--- src/rtl/pipe_ctrl.sv ---
// pipe_ctrl -- stall/flush sequencer for the 5-stage MIPS pipeline.
//
// Drives the enable and clear controls of the F/D, D/E, E/M and M/W pipeline
// registers. It resolves load-use and HI/LO hazards, tracks how long the
// multi-cycle mult/div unit is busy, sequences interrupt entry and eret
// return, and counts stall cycles.
//
// Ports:
//   clk, reset          clock, synchronous active-high reset
//   ld_use_hazD         instr in D needs a load result that is still in E
//   md_useD             instr in D touches HI/LO or is itself mult/div
//   md_startE/md_is_divE  mult/div issuing in EX (1=div, 0=mult)
//   Int                 level interrupt request from CP0
//   eretD               eret decoded in D
//   stallF/stallD       hold PC / hold F/D register
//   flushD/E/M          clear F/D, D/E, E/M registers
//   pc_sel_exc/epc      PC <- exception vector / PC <- EPC
//   int_ack             one-cycle interrupt accept pulse to CP0
//   md_busy             HI/LO result still pending
//   in_isr              handler active, interrupts masked
//   stall_cycles        saturating stall-cycle count
module pipe_ctrl #(
  parameter int MULT_LAT = 5,
  parameter int DIV_LAT  = 10,
  parameter int CNT_W    = 4
) (
  input  logic        clk,
  input  logic        reset,
  input  logic        ld_use_hazD,
  input  logic        md_useD,
  input  logic        md_startE,
  input  logic        md_is_divE,
  input  logic        Int,
  input  logic        eretD,
  output logic        stallF,
  output logic        stallD,
  output logic        flushD,
  output logic        flushE,
  output logic        flushM,
  output logic        pc_sel_exc,
  output logic        pc_sel_epc,
  output logic        int_ack,
  output logic        md_busy,
  output logic        in_isr,
  output logic [31:0] stall_cycles
);

  localparam logic [CNT_W-1:0] MULT_CNT = CNT_W'(MULT_LAT);
  localparam logic [CNT_W-1:0] DIV_CNT  = CNT_W'(DIV_LAT);

  logic [CNT_W-1:0] md_cnt_q, md_cnt_d;
  logic             in_isr_q, in_isr_d;
  logic [31:0]      stall_cnt_q, stall_cnt_d;

  logic raw_stall, int_acc, eret_acc, stall_cyc, md_acc;

  assign md_busy      = (md_cnt_q != '0);
  assign in_isr       = in_isr_q;
  assign stall_cycles = stall_cnt_q;

  // Hazard and acceptance decode. Every term is gated by reset so that all
  // controls read 0 while reset is held, whatever the inputs do.
  always_comb begin
    raw_stall = ld_use_hazD | (md_useD & (md_busy | md_startE));
    int_acc   = Int & ~in_isr_q & ~reset;
    stall_cyc = raw_stall & ~int_acc & ~reset;
    // eret waits out any stall so it never redirects PC from a held F/D.
    eret_acc  = eretD & ~int_acc & ~raw_stall & ~reset;
    // An interrupt discards the EX instruction, so its mult/div never issues.
    md_acc    = md_startE & ~int_acc & ~reset;
  end

  // Pipeline controls: interrupt > eret > stall.
  always_comb begin
    stallF     = 1'b0;
    stallD     = 1'b0;
    flushD     = 1'b0;
    flushE     = 1'b0;
    flushM     = 1'b0;
    pc_sel_exc = 1'b0;
    pc_sel_epc = 1'b0;
    int_ack    = 1'b0;
    if (int_acc) begin
      int_ack    = 1'b1;
      pc_sel_exc = 1'b1;
      flushD     = 1'b1;
      flushE     = 1'b1;
      flushM     = 1'b1;
    end else if (eret_acc) begin
      pc_sel_epc = 1'b1;
      flushD     = 1'b1;
    end else if (stall_cyc) begin
      stallF = 1'b1;
      stallD = 1'b1;
      flushE = 1'b1;
    end
  end

  // Next-state logic.
  always_comb begin
    md_cnt_d    = md_cnt_q;
    in_isr_d    = in_isr_q;
    stall_cnt_d = stall_cnt_q;

    // A start while busy just reloads; the stall normally prevents it.
    if (md_acc)
      md_cnt_d = md_is_divE ? DIV_CNT : MULT_CNT;
    else if (md_cnt_q != '0)
      md_cnt_d = md_cnt_q - 1'b1;

    if (int_acc)
      in_isr_d = 1'b1;
    else if (eret_acc)
      in_isr_d = 1'b0;

    if (stall_cyc && (stall_cnt_q != 32'hFFFF_FFFF))
      stall_cnt_d = stall_cnt_q + 32'd1;
  end

  always_ff @(posedge clk) begin
    if (reset) begin
      md_cnt_q    <= '0;
      in_isr_q    <= 1'b0;
      stall_cnt_q <= '0;
    end else begin
      md_cnt_q    <= md_cnt_d;
      in_isr_q    <= in_isr_d;
      stall_cnt_q <= stall_cnt_d;
    end
  end

endmodule

--- config.mk ---
export PLATFORM = sky130hd
export DESIGN_NAME = pipe_ctrl
export DESIGN_NICKNAME = d
export VERILOG_FILES = /design/src/rtl/pipe_ctrl.sv
export SDC_FILE = /design/constraint.sdc
export NUM_CORES = 1
export LEC_CHECK = 0
export ABC_AREA = 1
export BUFFER_PORTS_ARGS = -buffer_cell sky130_fd_sc_hd__buf_4
export CAP_MARGIN = 40
export CORE_MARGIN = 5
export CORE_UTILIZATION = 35
export DETAILED_ROUTE_END_ITERATION = 8
export SLEW_MARGIN = 30
export SYNTH_ARGS = -nofsm -noshare
export SYNTH_HDL_FRONTEND = slang
export SYNTH_SLANG_ARGS = --single-unit
--- constraint.sdc ---
create_clock -name clk -period 1.8 [get_ports clk]
set_input_delay 0.09 -clock clk [delete_from_list [all_inputs] [get_ports clk]]
set_output_delay 0.09 -clock clk [all_outputs]
set_load 0.01 [all_outputs]
Word level (Yosys, flattened, before mapping)
Cells that the tools add are included.
{"block": "classes", "addsub": 2, "n_eq_ne": 1, "n_mux": 13, "bitwise_logic": 16, "reduce_logical": 4}
{"op": "$add 32x1->32 const B", "n": 1}
{"op": "$ne 32x32->1 const B", "n": 1}
{"op": "$mux 4", "n": 3}
{"op": "$and 1x1->1", "n": 10}
{"op": "$mux 1", "n": 10}
{"op": "$not 1->1", "n": 4}
{"op": "$reduce_bool 2->1", "n": 2}
{"op": "$reduce_bool 4->1", "n": 1}
{"op": "$sub 4x1->4 const B", "n": 1}
{"op": "$or 1x1->1", "n": 2}
{"op": "$logic_and 1x1->1", "n": 1}
{"block": "word_totals", "regBits": 37}

Depth between registers and ports, before layout
{"block": "logic_depth", "word_depth": 9, "depth_mapped": 11}

Worst setup path after synthesis
OpenSTA, ideal clock, no wires.
{"block": "synth_path", "path_kind": "register to register", "startpoint": "register stall_cnt_q[0], in the netlist stall_cycles[0]", "endpoint": "register stall_cnt_q[3], in the netlist stall_cycles[3]", "setup_ps": 115, "arrival_time_ps": 1530, "t_required_ps": 1685, "slack_ps": 155, "stages_incl_launch_ff": 10, "period_less_slack_ps": 1645, "path_cell_list": "dfxtp_1 ha_1 nand2_2 nor2_4 nand3_2 nor2_4 nand3_4 buf_6 a21oi_1 nor2_1"}
{"block": "synth_via", "elab_chain_len": 2}
{"item": "from (decl)", "line": "53", "text": "logic [31:0] stall_cnt_q, stall_cnt_d;"}
{"item": "from (signal assigned)", "line": "128", "text": "stall_cnt_q <= stall_cnt_d;"}
{"item": "branches (longest 2 deep; another with $add 32x1->32)"}
Parallel ways; which one is timed is not known.
A chain may end at the register's enable or synchronous reset.

Worst setup path in the final report
{"block": "layout_path", "startpoint": "register md_cnt_q[0]", "endpoint": "output port stallF"}
{"block": "layout_via", "elab_chain_len": 9}
{"item": "from (decl)", "line": "51", "text": "logic [CNT_W-1:0] md_cnt_q, md_cnt_d;"}
{"item": "from (signal assigned)", "line": "126", "text": "md_cnt_q <= md_cnt_d;"}
{"item": "$reduce_bool 4->1 *", "line": "57", "text": "assign md_busy = (md_cnt_q != '0);"}
{"item": "$or 1x1->1 *", "line": "64", "text": "raw_stall = ld_use_hazD | (md_useD & (md_busy | md_startE));"}
{"item": "$and 1x1->1 *", "line": "64"}
{"item": "$or 1x1->1 *", "line": "64"}
{"item": "$and 1x1->1 / $not 1->1 (equally long branches)", "line": "66, 68"}
{"item": "$and 1x1->1 (on tied branches)", "line": "66, 68"}
{"item": "$mux 1 / $and 1x1->1 (equally long branches)", "line": "92, 68"}
{"item": "$mux 1 *", "line": "89", "text": "end else if (eret_acc) begin"}
{"item": "$mux 1 *", "line": "83", "text": "if (int_acc) begin"}
{"item": "to (decl)", "line": "35", "text": "output logic stallF,"}
Every way passes the cells marked *; elsewhere a longest branch is shown, timed or not.

==> results by group <==
Outcome
  – Outcome: complete, no violations

Yosys
  – Cell types with the highest counts after synthesis: nand2_1 (157), nor2_1 (82), inv_1 (44)
  – Number of enable flip-flop cells after synthesis: 0
  – Summed instance area of the synthesized netlist: about 2600 um^2
  – Synthesis-stage register bit count: 37
  – Number of instances in the synthesized netlist: around 430
  – Share of Yosys cell area claimed by the top area cell type: 0.2871
  – Distinct cells, synth: 29
  – Top post-synthesis cells by area: dfxtp_1 (29%), nand2_1 (23%), nor2_1 (12%)
  – Library cell occupying the most area in the post-synthesis netlist: dfxtp_1
  – Sequential-to-total area share from yosys stat: 0.2871
  – Share of async-settable or async-resettable flops after synthesis: 0
  – Yosys warning total: 0
  – Predominant post-synthesis flop cell: dfxtp_1
  – Syn_nets: 443
  – Avg Cell Area, Syn: 5.972 um^2
  – Most frequently used cell type in the post-synthesis netlist: nand2_1

Timing
  – Slew Viols, Final: 0
  – Fraction of the cycle the final worst path needs: 0.9440
  – Worst setup skew after layout: between 0.006 and 0.007 ns
  – Setup repair after global routing missed its margin: yes
  – Final setup violation count: 0
  – Max transition margin: 0.6798
  – Worst setup margin: 0.1007 ns
  – Pin slew with the least headroom to its limit: about 0.48 ns
  – Clock period minus worst slack: between 1.5 and 2 ns
  – Fmax: just under 600 MHz
  – Hold violation count in the final report: 0
  – Summed negative setup slack over all endpoints: 0 ns

Worst setup path
  – Slack of the worst reg-to-reg path: 0.12 ns
  – Critical Path RT: roughly 1.7 ns
  – Startpoint type of the worst setup path: flop
  – Worst path arrival time: 1.61 ns
  – Crit Path Class: reg2out
  – Worst path most repeated cell: buf_4
  – Worst path max stage delay: 0.36 ns
  – Cell with the largest stage delay on the worst path: dfxtp_2
  – Worst-path cell chain: inv_2, ha_2, nand3_1, nand2_2, a21boi_4, buf_4, buf_4
  – Worst setup endpoint: stallF
  – Crit end category: output pin
  – Largest fanout of any net on the critical path: 5
  – Crit Reg-Reg Endpoint: stall_cycles[15]
  – Launch point of the worst reg-to-reg path: stall_cycles[10]
  – Critical Path Start: md_cnt_q[0]
  – Cells on worst reg2reg path: 7

Drt
  – Routed wirelength normalized by instance count: ~13 um
  – Count of routing violations after the opening detailed-route iteration: 163
  – Vias: 2,822
  – Detailed-route vias per instance: 4.649
  – Post-route DRC violation count: 0
  – TritonRoute pass-1 iters: 4
  – Overall routed net length: around 7800 um
  – Number of nets still failing antenna checks after routing: 0

Final layout
  – ANT cells: 0
  – Area growth, synth to finish: 29.87%
  – Fraction of the core area covered by cells at the end of the flow: 0.4644
  – Fraction of layout instances using a drive strength above 1: 0.2441
  – Final nets: between 500 and 600
  – Count of non-filler cells in the finished layout: roughly 610

Global route
  – Number of global-route vias before repair: ~2.7k
  – Largest net degree at the start of global routing: 23
  – Global-route wire length before repair: ~12,000 um
  – Remaining Overflow, GRT: 0
  – GRT Resource Usage Total: 0.1730
  – Antenna violations before repair: 0

Worst hold path
  – Hold-critical path depth: 3
  – Type of the tightest min-delay check: in2reg

Power and ir drop
  – Max IR drop VDD: about 0.00029 V
  – Fraction of power consumed by the clock network: 0.292
  – Leak pwr: around 1.5 nW
  – Combinational power share: 0.256
  – Power density relative to cell area: between 500 and 600 nW/um^2
  – Fraction of power spent switching nets: 0.3187
  – Net switching power: 640.6 uW
  – Flop pwr share: 0.452
  – Sum of internal, switching and leakage power: between 2 and 2.5 mW
  – Internal Dissipation: 1.370 mW

Placement
  – Placed Instances: between 500 and 600
  – Gpl congestion: between 0.8 and 0.9
  – Quantity of I/O buffers inserted on ports: slightly below 50
  – Post-detail-place hpwl: 5880 um
  – Worst slack after detailed placement: about 0.053 ns

Floorplanning
  – Number of rows created at floorplan: 31
  – Effective utilization at floorplan: 0.3576
  – Die height: 95.86 um
  – Floorplan core area: approximately 7000 um^2
  – Number of placed I/O pins: 50
  – X dimension of the die: 95.86 um
  – Die Area: a little over 9000 um^2

CTS
  – Clock-pin slew reported for the worst setup and hold paths after clock tree synthesis: 0.08 ns
  – Hold buffer count at CTS: 0
  – Clock H-tree levels: 2
  – Clk_lat worst skew: just under 0.3 ns
  – TritonCTS clock tree: done
  – Count of clock tree sinks: 37
  – Buffer levels on the longest clock path: 2
  – Number of clock buffers inserted by TritonCTS: 5
  – Clock root buffer: clkbuf_8

Flow run
  – Number of maximum-capacitance constraint violations: 0
[registers in the layout, summed over array words and instances (netlist names)]
name,flops
in_isr,1
md_cnt_q,4
stall_cycles,32
[cell type report]
| class | instances | area, um^2 |
|---|---|---|
| Tap cell | 99 | 123.9 |
| Timing Repair Buffer | 78 | 611.8 |
| Clock buffer | 8 | 80.08 |
| Multi-Input combinational cell | 340 | 1622 |
| Fill cell | 811 | 3864 |
| Sequential cell | 37 | 744.5 |
| Inverter | 45 | 168.9 |
[critical path, delay by kind of cell, from the launching register on]
| family | cells | cell delay (ns) |
|---|---|---|
| compound gates | 1 | 0.23 |
| fa+ha+maj | 1 | 0.18 |
| buf+inv | 3 | 0.36 |
| flops | 1 | 0.36 |
| simple gates | 2 | 0.18 |
[how the worst min path moves through the flow]
stage	start	to	slack [ns]
2_1_floorplan	Int	in_isr	0.22
3_3_place_gp	Int	in_isr	0.32
3_5_place_dp	Int	in_isr	0.33
4_1_cts	Int	in_isr	0.02
5_1_grt	Int	in_isr	0.04
6_report	Int	in_isr	0.02
[through the flow]
step	hold slack, ns	area, um^2
after floorplan	0.2233	2580
after global placement	0.3235	3147
after detailed placement	0.3293	3147
after CTS	0.01995	3236
after global routing	0.04017	3351
final	0.02360	3351
[cells by family (layout without fill, tap and decap cells)]
kind of cell / count (synthesis) / count (layout) / share of synthesized area
simple gates: 290 / 291 / 0.4801
buf+inv: 56 / 131 / 0.1033
compound gates: 38 / 38 / 0.08778
flops: 37 / 37 / 0.2871
xor+xnor: 8 / 8 / 0.02716
fa+ha+maj: 3 / 3 / 0.01455
[cells in the final DEF (no fill, tap or decap), types with 2 or more instances in the layout]
cell type | netlist | final
inv_1 | 44 | 43
a21oi_1 | 25 | 25
nor2_1 | 82 | 80
nand3_1 | 24 | 24
ha_2 | 0 | 2
clkbuf_1 | 1 | 3
buf_12 | 0 | 2
or2_2 | 2 | 2
dfxtp_2 | 0 | 3
clkbuf_8 | 1 | 5
nand4_1 | 3 | 3
buf_4 | 4 | 74
dfxtp_1 | 37 | 34
nand2_1 | 157 | 154
nand3_2 | 5 | 5
xor2_1 | 7 | 7
nand3_4 | 1 | 2
nor2_4 | 4 | 4
o21ai_0 | 5 | 5
a21oi_2 | 5 | 5
nand2_2 | 4 | 7
nor2_2 | 5 | 7
[per-layer routing]
layer	GRT usage	wire, um	vias up
met3	0.03049	419	11
met4	0.06280	155	0
met5	0	0	-
li1	-	-	1488
met1	0.2230	3696	1260
met2	0.2884	3520	63
[repair_timing]
item,in CTS,in global routing
endpoints found under the setup margin,1,29
gates cloned,0,2
pin swaps,0,4
resized for setup,3,12
setup buffers,0,5
[power groups by stage]
stage               sequential (mW)  clock, mW  combinational (mW)
detailed placement            0.918          0               0.478
CTS                           0.898      0.598               0.488
global route                  0.916      0.620               0.581
floorplan                     0.920          0               0.333
finish                        0.909      0.588               0.514
global placement              0.916          0               0.466
(Power assumes the default switching activity.)
